===== config.mk =====
export PLATFORM = sky130hd
export DESIGN_NAME = binarize_thresh_ctrl_flat
export DESIGN_NICKNAME = d
export VERILOG_FILES = /design/src/rtl/binarize_thresh_ctrl_if.sv /design/src/rtl/binarize_thresh_ctrl.sv /design/src/flat_wrapper.sv
export SDC_FILE = /design/constraint.sdc
export NUM_CORES = 1
export LEC_CHECK = 0
export CORE_MARGIN = 4
export CORE_UTILIZATION = 55
export CTS_BUF_LIST = sky130_fd_sc_hd__clkbuf_4 sky130_fd_sc_hd__clkbuf_8
export DETAILED_ROUTE_END_ITERATION = 12
export PLACE_DENSITY = 0.89
export SYNTH_ARGS = -nofsm -noshare
export SYNTH_HDL_FRONTEND = slang
export SYNTH_SLANG_ARGS = --single-unit

===== constraint.sdc =====
create_clock -name clk -period 19.89 [get_ports clk]
set_input_delay 2.9835 -clock clk [delete_from_list [all_inputs] [get_ports clk]]
set_output_delay 2.9835 -clock clk [all_outputs]
set_load 0.05 [all_outputs]

===== src/rtl/binarize_thresh_ctrl_if.sv =====
// binarize_thresh_ctrl_if: pixel stream and priority-encoder bus of the threshold controller
interface binarize_thresh_ctrl_if #(
  parameter int PIX_W = 8
);
  logic [PIX_W-1:0]      pix_in;
  logic                  pix_in_valid;
  logic                  pix_in_ready;
  logic                  pix_out_bit;
  logic                  pix_out_valid;
  logic                  pix_out_ready;
  logic [2**PIX_W-1:0]   enc_in;
  logic                  enc_enable;
  logic [PIX_W-1:0]      enc_out;
  logic                  enc_valid;
  modport slave (
    input  pix_in, pix_in_valid, pix_out_ready, enc_out, enc_valid,
    output pix_in_ready, pix_out_bit, pix_out_valid, enc_in, enc_enable
  );
  modport master (
    output pix_in, pix_in_valid, pix_out_ready, enc_out, enc_valid,
    input  pix_in_ready, pix_out_bit, pix_out_valid, enc_in, enc_enable
  );
endinterface


===== src/rtl/binarize_thresh_ctrl.sv =====
// binarize_thresh_ctrl: binarizes a pixel stream and retunes the threshold to (min+max)/2 each frame
module binarize_thresh_ctrl #(
  parameter int PIX_W       = 8,
  parameter int FRAME_PIX   = 4096,
  parameter int INIT_THRESH = 128
) (
  input  logic                  clk,
  input  logic                  rst,
  input  logic                  frame_start,
  binarize_thresh_ctrl_if.slave bus,
  output logic [PIX_W-1:0]      thresh,
  output logic                  frame_done,
  output logic                  busy,
  output logic                  err
);
  localparam int N  = 2**PIX_W;
  localparam int CW = FRAME_PIX > 1 ? $clog2(FRAME_PIX) : 1;
  typedef enum logic [2:0] {IDLE, ACCUM, ENC_MIN, WAIT_MIN, ENC_MAX, WAIT_MAX, UPDATE} state_t;
  state_t           state_q, state_d;
  logic [N-1:0]     mask_q, mask_d, mask_rev;
  logic [CW-1:0]    cnt_q, cnt_d;
  logic [PIX_W-1:0] thresh_q, thresh_d, min_q, min_d, max_q, max_d;
  logic             out_valid_q, out_valid_d, out_bit_q, out_bit_d;
  logic             enc_en_q, enc_en_d, bad_q, bad_d, err_q, err_d;
  logic             accept;
  logic [PIX_W:0]   sum;
  assign bus.pix_in_ready  = state_q == ACCUM && (!out_valid_q || bus.pix_out_ready);
  assign accept            = bus.pix_in_valid && bus.pix_in_ready;
  assign sum               = {1'b0, min_q} + {1'b0, max_q};
  for (genvar i = 0; i < N; i++) begin : g_rev
    assign mask_rev[i] = mask_q[N-1-i];
  end
  assign bus.enc_in        = state_q == ENC_MAX ? mask_rev : mask_q;
  assign bus.enc_enable    = enc_en_q;
  assign bus.pix_out_valid = out_valid_q;
  assign bus.pix_out_bit   = out_bit_q;
  assign thresh            = thresh_q;
  assign frame_done        = state_q == UPDATE;
  assign busy              = state_q != IDLE;
  assign err               = err_q;
  // next-state: frame accumulation, two encoder passes, threshold update
  always_comb begin
    state_d     = state_q;
    mask_d      = mask_q;
    cnt_d       = cnt_q;
    thresh_d    = thresh_q;
    min_d       = min_q;
    max_d       = max_q;
    bad_d       = bad_q;
    err_d       = err_q;
    out_valid_d = accept | (out_valid_q & ~bus.pix_out_ready);
    out_bit_d   = accept ? bus.pix_in >= thresh_q : out_bit_q;
    unique case (state_q)
      IDLE: if (frame_start) begin
        mask_d  = '0;
        cnt_d   = '0;
        state_d = ACCUM;
      end
      ACCUM: if (frame_start) begin
        mask_d = '0;
        cnt_d  = '0;
      end else if (accept) begin
        mask_d[bus.pix_in] = 1'b1;
        cnt_d              = cnt_q + 1'b1;
        state_d            = cnt_q == CW'(FRAME_PIX - 1) ? ENC_MIN : ACCUM;
      end
      ENC_MIN: state_d = WAIT_MIN;
      WAIT_MIN: begin
        min_d   = bus.enc_out;
        bad_d   = !bus.enc_valid;
        err_d   = err_q | !bus.enc_valid;
        state_d = ENC_MAX;
      end
      ENC_MAX: state_d = WAIT_MAX;
      WAIT_MAX: begin
        max_d   = ~bus.enc_out;
        bad_d   = bad_q | !bus.enc_valid;
        err_d   = err_q | !bus.enc_valid;
        state_d = UPDATE;
      end
      UPDATE: begin
        thresh_d = bad_q ? thresh_q : PIX_W'(sum >> 1);
        state_d  = IDLE;
      end
      default: state_d = IDLE;
    endcase
    enc_en_d = state_d == ENC_MIN || state_d == ENC_MAX;
  end
  // state and registered outputs
  always_ff @(posedge clk or posedge rst) begin
    if (rst) begin
      state_q     <= IDLE;
      mask_q      <= '0;
      cnt_q       <= '0;
      thresh_q    <= PIX_W'(INIT_THRESH);
      min_q       <= '0;
      max_q       <= '0;
      out_valid_q <= 1'b0;
      out_bit_q   <= 1'b0;
      enc_en_q    <= 1'b0;
      bad_q       <= 1'b0;
      err_q       <= 1'b0;
    end else begin
      state_q     <= state_d;
      mask_q      <= mask_d;
      cnt_q       <= cnt_d;
      thresh_q    <= thresh_d;
      min_q       <= min_d;
      max_q       <= max_d;
      out_valid_q <= out_valid_d;
      out_bit_q   <= out_bit_d;
      enc_en_q    <= enc_en_d;
      bad_q       <= bad_d;
      err_q       <= err_d;
    end
  end
endmodule


===== src/flat_wrapper.sv =====
// flat-port wrapper written by rule: the top's interface ports become plain ports
module binarize_thresh_ctrl_flat 
#(
  parameter int PIX_W       = 8,
  parameter int FRAME_PIX   = 4096,
  parameter int INIT_THRESH = 128
)
  (clk, rst, frame_start, thresh, frame_done, busy, err, bus_pix_in, bus_pix_in_valid, bus_pix_out_ready, bus_enc_out, bus_enc_valid, bus_pix_in_ready, bus_pix_out_bit, bus_pix_out_valid, bus_enc_in, bus_enc_enable);
  binarize_thresh_ctrl_if #(.PIX_W(PIX_W)) bus_i ();
  input  logic clk;
  input  logic rst;
  input  logic frame_start;
  output logic [PIX_W-1:0] thresh;
  output logic frame_done;
  output logic busy;
  output logic err;
  input wire logic [$bits(bus_i.pix_in)-1:0] bus_pix_in;
  input wire logic [$bits(bus_i.pix_in_valid)-1:0] bus_pix_in_valid;
  input wire logic [$bits(bus_i.pix_out_ready)-1:0] bus_pix_out_ready;
  input wire logic [$bits(bus_i.enc_out)-1:0] bus_enc_out;
  input wire logic [$bits(bus_i.enc_valid)-1:0] bus_enc_valid;
  output wire logic [$bits(bus_i.pix_in_ready)-1:0] bus_pix_in_ready;
  output wire logic [$bits(bus_i.pix_out_bit)-1:0] bus_pix_out_bit;
  output wire logic [$bits(bus_i.pix_out_valid)-1:0] bus_pix_out_valid;
  output wire logic [$bits(bus_i.enc_in)-1:0] bus_enc_in;
  output wire logic [$bits(bus_i.enc_enable)-1:0] bus_enc_enable;
  assign bus_i.pix_in = bus_pix_in;
  assign bus_i.pix_in_valid = bus_pix_in_valid;
  assign bus_i.pix_out_ready = bus_pix_out_ready;
  assign bus_i.enc_out = bus_enc_out;
  assign bus_i.enc_valid = bus_enc_valid;
  assign bus_pix_in_ready = bus_i.pix_in_ready;
  assign bus_pix_out_bit = bus_i.pix_out_bit;
  assign bus_pix_out_valid = bus_i.pix_out_valid;
  assign bus_enc_in = bus_i.enc_in;
  assign bus_enc_enable = bus_i.enc_enable;
  binarize_thresh_ctrl #(.PIX_W(PIX_W), .FRAME_PIX(FRAME_PIX), .INIT_THRESH(INIT_THRESH)) u_core (.clk(clk), .rst(rst), .frame_start(frame_start), .bus(bus_i), .thresh(thresh), .frame_done(frame_done), .busy(busy), .err(err));
endmodule

==> results_tabular.tex, run 1 <==
\begin{tabular}{lr}
\hline
Metric & Value \\
\hline
\multicolumn{2}{l}{\textbf{Setup path}} \\
Ordered cell list for the critical path & clkdlybuf4s50\_1, nand2b\_1, and2\_1, clkdlybuf4s50\_1 \\
Delay of the slowest cell on the worst path & 0.80 ns \\
Type of the worst setup path & in2out \\
Delay-heaviest family, CP & buffers and inverters \\
Slack of the worst reg-to-reg path & 17.11 ns \\
Kind of end point of the critical path & output pin \\
Library cell appearing most often on the critical path & sky130\_fd\_sc\_hd\_\_clkdlybuf4s50\_1 \\
Data arrival time of the critical path & 4.69 ns \\
Top fanout value on the critical path & 6 \\
Category of the worst setup path launch point & input pin \\
Slowest library cell on the worst path & sky130\_fd\_sc\_hd\_\_clkdlybuf4s50\_1 \\
WP data required & 16.91 ns \\
Buffer and inverter count on the worst path & 2 \\
\multicolumn{2}{l}{\textbf{STA}} \\
Setup WS post-layout & 12.22 ns \\
Worst Max-Slew Pin Slew & 1.17 ns \\
Max Transition Viols Final & 0 \\
Sum of negative setup slack & 0 ns \\
Number of hold violations in the final report & 0 \\
Headroom to the max-slew limit & 0.218 \\
Setup Skew & roughly 0.023 ns \\
Final number of setup-violating endpoints & 0 \\
Maximum clock frequency & 0.130 GHz \\
RSZ-0062 raised after global routing & no \\
Period utilisation layout & 0.386 \\
Min cycle time layout & 7.67 ns \\
\multicolumn{2}{l}{\textbf{Die}} \\
Top-level I/O count & 293 \\
Initial core utilization & 0.558 \\
Die height & 170 um \\
Rows & 59 \\
DIE WIDTH & 170 um \\
Area of the die & 29000 um2 \\
Core region area & 26000 um2 \\
\multicolumn{2}{l}{\textbf{Layout}} \\
Leading cell type in the layout, fill and taps excluded & sky130\_fd\_sc\_hd\_\_nand2\_1 \\
Count of nets after finishing & 1696 \\
Fraction of layout instances using a drive strength above 1 & 0.218 \\
Antenna diode instance count & 0 \\
Multi-input gate area & 6530 um2 \\
Synth-to-layout area growth & 27.8\% \\
Register cell area after layout & 7510 um2 \\
Commonest non-fill, non-tap cells in the layout & 310 x sky130\_fd\_sc\_hd\_\_nand2\_1, 299 x sky130\_fd\_sc\_hd\_\_dfrtp\_1, 292 x sky130\_fd\_sc\_hd\_\_clkdlybuf4s50\_1, 280 x sky130\_fd\_sc\_hd\_\_o21ai\_0, 264 x sky130\_fd\_sc\_hd\_\_mux2\_2 \\
Non-filler instance count after layout & 2026 \\
Number of fill cells & 1768 \\
\multicolumn{2}{l}{\textbf{GRT}} \\
Wire length of the first global-routing pass & 65900 um \\
Total global routing track utilization & 0.286 \\
Vias in the first global route & $\sim$12000 \\
Pin count of the biggest net entering global routing & 171 \\
Leftover overflow at the end of global routing & 0 \\
Number of antenna violations at the first check in global routing & 0 \\
\multicolumn{2}{l}{\textbf{Clocking}} \\
Clock tree from TritonCTS & built \\
Maximum root-to-sink buffer count & 3 \\
Count of H-tree levels built during CTS & 2 \\
Number of clock sinks & 300 \\
Number of cells upsized or downsized after cts & 0 \\
Hold Buf Count CTS & 0 \\
CTS buffer count & between 40 and 50 \\
Clock transition time at the flip-flop clock pins of the worst setup and hold paths & 0.06 ns \\
Later-pin clock latency in the skew report & 0.56 ns \\
Cell at the root of the clock tree & sky130\_fd\_sc\_hd\_\_clkbuf\_8 \\
Setup repair bufs after CTS & 0 \\
\multicolumn{2}{l}{\textbf{Synthesis}} \\
Number of distinct library cells after synthesis & 44 \\
Post-synth top flop & sky130\_fd\_sc\_hd\_\_dfrtp\_1 \\
Cell Area, Synth & 14500 um2 \\
Mapped Nets & 1442 \\
Cell accounting for the most synthesized area & sky130\_fd\_sc\_hd\_\_dfrtp\_1 \\
Portion of the post-synthesis area used by sequential elements & 0.518 \\
Synth area leaders & sky130\_fd\_sc\_hd\_\_dfrtp\_1 52\%, sky130\_fd\_sc\_hd\_\_mux2\_2 21\%, sky130\_fd\_sc\_hd\_\_o21ai\_0 9.7\%, sky130\_fd\_sc\_hd\_\_nand2\_1 8.0\%, sky130\_fd\_sc\_hd\_\_ha\_1 1.4\% \\
Count of mapped cells out of synthesis & between 1000 and 1500 \\
Mapped Avg Cell Area & 10.3 um2 \\
Post-synth top area share & 0.516 \\
EDFF count, synth & 0 \\
Yosys synthesis warning count & 0 \\
Synth Register Bits & 300 \\
FFs w/ async S/R, synth & 1.00 \\
\multicolumn{2}{l}{\textbf{Pwr}} \\
Areal power density over the cells & between 90 and 100 nW/um2 \\
Logic pwr share & 0.281 \\
Sequential Power Share & 0.394 \\
Internal power & 1130 uW \\
Leak Pwr & 0.00814 uW \\
Psw & 581 uW \\
Peak VDD IR & 0.117 mV \\
Proportion of total power due to net switching & 0.339 \\
Clock power share & 0.325 \\
\multicolumn{2}{l}{\textbf{Drt}} \\
Detail-routed via count per cell & 5.92 \\
Total routed wirelength & 42200 um \\
Number of optimization iterations in the first detailed-route pass & 5 \\
Vias & 12000 \\
Number of DRC violations after detailed-routing iteration 0 & roughly 1300 \\
Routed length per placed instance & around 21 um \\
Number of remaining DRC errors & 0 \\
Post-route ant nets & 0 \\
\multicolumn{2}{l}{\textbf{Worst hold path}} \\
HP Class & reg2reg \\
\multicolumn{2}{l}{\textbf{Placed design}} \\
Routability-driven placement congestion ratio & 0.840 \\
Pre-CTS setup slack & 12.23 ns \\
Cell total after placement & 1942 \\
Input/output buffers & 292 \\
Sum of net half-perimeters after detailed placement & between 20000 and 30000 um \\
\multicolumn{2}{l}{\textbf{Flow run}} \\
Number of violations of the max-capacitance limit & 0 \\
\multicolumn{2}{l}{\textbf{Outcome}} \\
Result of the run & completed \\
\hline
\end{tabular}
final timing paths:
kind                                        start  cells past startpoint                  to
worst max-delay path            bus_pix_out_ready                      4    bus_pix_in_ready
worst min-delay path                 u_core.bad_q                      1        u_core.bad_q
worst max register to register  u_core.state_q[2]                      5  u_core.mask_q[253]
worst min register to register       u_core.bad_q                      1        u_core.bad_q
max in group asynchronous                     rst                      3  u_core.mask_q[153]
min in group asynchronous                     rst                      2     u_core.max_q[2]
registers in the layout (all words and copies together) (netlist names):
register and count:
u_core.bus.pix_out_bit 1, u_core.min_q 8, u_core.state_q 3, u_core.cnt_q 12, u_core.thresh 8, u_core.bus.enc_enable 1
u_core.bus.pix_out_valid 1, u_core.bad_q 1, u_core.max_q 8, u_core.err 1, u_core.mask_q 256
metal layers:
metal | part of all wire | GRT usage | vias up | wire (um)
met5 | 0 | 0 | - | 0
met4 | 0.032 | 0.105 | 0 | 1360
met3 | 0.079 | 0.0616 | 106 | 3320
met2 | 0.49 | 0.472 | 594 | 20700
met1 | 0.40 | 0.374 | 5942 | 16800
li1 | - | - | 5360 | -
synthesized netlist by cell type, types with 2 or more instances:
master                     instances
sky130_fd_sc_hd__buf_2            37
sky130_fd_sc_hd__xor2_1            3
sky130_fd_sc_hd__xnor2_1           7
sky130_fd_sc_hd__inv_1            15
sky130_fd_sc_hd__or2_2             2
sky130_fd_sc_hd__a21oi_1          12
sky130_fd_sc_hd__nor3_1            5
sky130_fd_sc_hd__nand2_1         310
sky130_fd_sc_hd__nand3_1          16
sky130_fd_sc_hd__ha_1             16
sky130_fd_sc_hd__nor3_2            2
sky130_fd_sc_hd__o21ai_0         280
sky130_fd_sc_hd__nand3b_1          2
sky130_fd_sc_hd__o31ai_1           3
sky130_fd_sc_hd__nor2_1           23
sky130_fd_sc_hd__nor2b_1           9
sky130_fd_sc_hd__dfrtp_1         299
sky130_fd_sc_hd__clkbuf_1         52
sky130_fd_sc_hd__nand2b_1          5
sky130_fd_sc_hd__nand4_1           5
sky130_fd_sc_hd__a31oi_1           3
sky130_fd_sc_hd__nor3b_2           2
sky130_fd_sc_hd__a21o_1            3
sky130_fd_sc_hd__mux2_2          264
sky130_fd_sc_hd__and3_1            3
sky130_fd_sc_hd__or3_1             2
sky130_fd_sc_hd__and2_1            2
sky130_fd_sc_hd__clkbuf_2          5
area by class of cell:
type	count	share of cell area
sequential	300	0.405
multi-input combinational	993	0.352
timing repair buffer	299	0.161
clock buffer	80	0.0527
tap	335	0.0226
inverter	15	0.00344
clock inverter	4	0.00243
cells by family (layout without fill, tap and decap cells):
logic type | count (synthesis) | in the layout | share of synthesized area
AND/OR/NAND/NOR | 393 | 393 | 0.114
AO/OA/AOI/OAI | 309 | 309 | 0.110
flip-flops | 300 | 300 | 0.518
multiplexers | 264 | 264 | 0.205
buffers and inverters | 110 | 398 | 0.0321
adder cells (fa/ha/maj) | 17 | 17 | 0.0152
XOR/XNOR | 10 | 10 | 0.00604
stage by stage:
step	hold slack (ns)	total power, uW	instance area [um2]	utilization
3_5_place_dp	0.460	1160	17500	0.674
5_1_grt	0.483	1790	18500	0.713
2_1_floorplan	0.441	1050	14500	-
4_1_cts	0.473	1720	18500	0.713
3_3_place_gp	0.450	1140	17500	0.674
6_report	0.469	1710	18500	0.713
power groups by stage:
stage	clock [uW]	combinational, uW	sequential [uW]
2_1_floorplan	0	351	704
3_3_place_gp	0	457	683
3_5_place_dp	0	475	685
4_1_cts	562	479	675
5_1_grt	592	521	679
6_report	556	482	676
No activity file was read; power rests on OpenSTA's default activity.
==> run 2, diff against run 1 <==
CORE_UTILIZATION = 48   (was 55)
PLACE_DENSITY = 0.82   (was 0.89)
clock period = 6.9 ns   (was 19.89 ns; I/O delays follow)
==> results_tabular.tex, run 2 (same netlist as run 1, synthesis figures left out) <==
\begin{tabular}{lr}
\hline
Metric & Value \\
\hline
\multicolumn{2}{l}{\textbf{Placed design}} \\
Sum of net half-perimeters after detailed placement & 28100 um (+1.6\%) \\
Routability-driven placement congestion ratio & 0.837 (-0.38\%) \\
Input/output buffers & 292 (unchanged) \\
Cell area after placement & 17600 um2 (+0.54\%) \\
\multicolumn{2}{l}{\textbf{Clocking}} \\
Count of H-tree levels built during CTS & 2 (unchanged) \\
Clock transition time at the flip-flop clock pins of the worst setup and hold paths & 0.07 ns (about the same) \\
Hold Buf Count CTS & 0 (unchanged) \\
Maximum root-to-sink buffer count & 3 (unchanged) \\
Cell at the root of the clock tree & sky130\_fd\_sc\_hd\_\_clkbuf\_8 \\
CTS buffer count & 48 (unchanged) \\
Number of clock sinks & 300 (unchanged) \\
Later-pin clock latency in the skew report & 0.55 ns (about the same) \\
Clock tree from TritonCTS & built \\
Setup repair bufs after CTS & 0 (unchanged) \\
Number of cells upsized or downsized after cts & 0 (unchanged) \\
\multicolumn{2}{l}{\textbf{GRT}} \\
Leftover overflow at the end of global routing & 0 (unchanged) \\
Wire length of the first global-routing pass & 66500 um (+0.85\%) \\
Vias in the first global route & 12000 (-1.3\%) \\
Number of antenna violations at the first check in global routing & 0 (unchanged) \\
Pin count of the biggest net entering global routing & 159 (-7.0\%) \\
Total global routing track utilization & 0.248 (-0.0375) \\
\multicolumn{2}{l}{\textbf{Layout}} \\
Number of fill cells & 2311 (+31\%) \\
Fraction of layout instances using a drive strength above 1 & 0.215 (-0.00232) \\
Antenna diode instance count & 0 (unchanged) \\
Final cell utilization of the core & 0.628 (-0.0849) \\
Largest register FFs & 256 (unchanged) \\
Register with the most flip-flops & u\_core.mask\_q \\
Register cell area after layout & 7510 um2 (unchanged) \\
Registers with the highest flip-flop counts & u\_core.mask\_q: 256 flops, u\_core.cnt\_q: 12 flops \\
Post-route cell area & 18700 um2 (+0.75\%) \\
Synth-to-layout area growth & 28.8\% \\
Count of nets after finishing & 1695 (-0.059\%) \\
Leading cell type in the layout, fill and taps excluded & sky130\_fd\_sc\_hd\_\_nand2\_1 \\
Multi-input gate area & 6530 um2 (unchanged) \\
Commonest non-fill, non-tap cells in the layout & 310 x sky130\_fd\_sc\_hd\_\_nand2\_1, 299 x sky130\_fd\_sc\_hd\_\_dfrtp\_1, 292 x sky130\_fd\_sc\_hd\_\_clkdlybuf4s50\_1, 280 x sky130\_fd\_sc\_hd\_\_o21ai\_0, 264 x sky130\_fd\_sc\_hd\_\_mux2\_2 \\
\multicolumn{2}{l}{\textbf{Die}} \\
DIE WIDTH & 182 um (+6.7\%) \\
Rows & 63 (+6.8\%) \\
Die height & 182 um (+6.7\%) \\
Core region area & 29700 um2 (+14\%) \\
Area of the die & 33000 um2 (+14\%) \\
Top-level I/O count & 293 (unchanged) \\
Initial core utilization & 0.488 (-0.0701) \\
\multicolumn{2}{l}{\textbf{STA}} \\
Worst hold margin & 0.489 ns (+0.0193 ns) \\
Maximum clock frequency & 0.229 GHz \\
Min cycle time layout & 4.37 ns \\
Period utilisation layout & 0.634 \\
RSZ-0062 raised after global routing & no \\
Worst Max-Slew Pin Slew & 1.18 ns (+0.00427 ns) \\
Sum of negative setup slack & 0 ns (unchanged) \\
Setup Skew & 0.0193 ns (-0.00418 ns) \\
Max Transition Viols Final & 0 (unchanged) \\
Number of hold violations in the final report & 0 (unchanged) \\
Final number of setup-violating endpoints & 0 (unchanged) \\
Headroom to the max-slew limit & 0.215 (-0.00284) \\
\multicolumn{2}{l}{\textbf{Setup path}} \\
Number of cells traversed by the worst register-to-register path & 5 (unchanged) \\
Category of the worst setup path launch point & register \\
Top fanout value on the critical path & 158 (+152) \\
Reg-to-reg critical path endpoint & u\_core.mask\_q[114] \\
Slack of the worst reg-to-reg path & 4.14 ns (-12.97 ns) \\
WP data required & 5.86 ns (-11.05 ns) \\
Type of the worst setup path & reg2out \\
Kind of end point of the critical path & output pin \\
Data arrival time of the critical path & 3.34 ns (-1.35 ns) \\
Launch point of the worst reg-to-reg path & u\_core.state\_q[2] \\
\multicolumn{2}{l}{\textbf{Drt}} \\
Number of DRC violations after detailed-routing iteration 0 & 1095 (-13\%) \\
Vias & 11800 (-1.5\%) \\
Post-route ant nets & 0 (unchanged) \\
Number of optimization iterations in the first detailed-route pass & 5 (unchanged) \\
Routed length per placed instance & 20.3 um (-2.6\%) \\
Total routed wirelength & 42100 um (-0.24\%) \\
Detail-routed via count per cell & 5.69 (-3.9\%) \\
Number of remaining DRC errors & 0 (unchanged) \\
\multicolumn{2}{l}{\textbf{Worst hold path}} \\
Destination of the worst hold path & u\_core.err \\
HP Class & reg2reg \\
Count of cells along the worst hold path & 1 (unchanged) \\
Min-delay src & u\_core.err \\
\multicolumn{2}{l}{\textbf{Pwr}} \\
Leak Pwr & 0.00815 uW (about the same) \\
Peak VDD IR & 0.386 mV (+230\%) \\
Overall power of the completed layout & 5010 uW (+190\%) \\
Areal power density over the cells & 268 nW/um2 (+190\%) \\
\multicolumn{2}{l}{\textbf{Flow run}} \\
Number of violations of the max-capacitance limit & 0 (unchanged) \\
\multicolumn{2}{l}{\textbf{Outcome}} \\
Result of the run & completed \\
\hline
\end{tabular}
## run 2: changes by cell type in the layout (fill, tap and decap cells not counted), sizes merged
cell,before,now
buf,7,6
clkinvlp,0,3
clkinv,3,7
clkbuf,80,66
bufinv,1,5
inv,15,14
## run 2: power breakdown
group	total [uW]	internal, uW	switching (uW)
clock	1680	994	683
combinational	1380	490	895
sequential	1950	1860	90.1
## run 2: area by class of cell
cell class	instances	share of cell area
clock buffer	66	0.0463
clock inverter	14	0.0107
inverter	15	0.00322
multi-input combinational	993	0.350
sequential	300	0.402
tap	390	0.0261
timing repair buffer	298	0.162
## run 2: layer usage
| metal | routed length, um | share of wire | track usage |
|---|---|---|---|
| met1 | 17400 | 0.41 | 0.325 |
| met2 | 20100 | 0.48 | 0.407 |
| met3 | 3390 | 0.080 | 0.0617 |
| met4 | 1230 | 0.029 | 0.0820 |
| met5 | 0 | 0 | 0 |
## run 2: worst max-delay path by stage
stage	startpoint	depth (start not counted)	end	slack (ns)
2_1_floorplan	rst	1	u_core.bad_q	1.88
3_3_place_gp	bus_pix_out_ready	4	bus_pix_in_ready	3.18
3_5_place_dp	frame_start	6	u_core.mask_q[58]	3.11
4_1_cts	u_core.state_q[2]	5	bus_enc_in[102]	2.58
5_1_grt	u_core.state_q[2]	5	bus_enc_in[92]	2.42
6_report	u_core.state_q[2]	5	bus_enc_in[81]	2.53
## run 2: metrics by stage
step,std cells,worst slack [ns]
2_1_floorplan,1403,1.88
3_3_place_gp,1996,3.18
3_5_place_dp,1996,3.11
4_1_cts,2076,2.58
5_1_grt,2076,2.42
6_report,2076,2.53
## run 2: worst max-delay path, stage by stage (launching register included)
cell and delay (ns):
sky130_fd_sc_hd__dfrtp_1 0.55, sky130_fd_sc_hd__nand2b_1 0.17, sky130_fd_sc_hd__nor2_4 0.17, sky130_fd_sc_hd__buf_12 0.48, sky130_fd_sc_hd__mux2_2 0.42, sky130_fd_sc_hd__clkdlybuf4s50_1 0.73
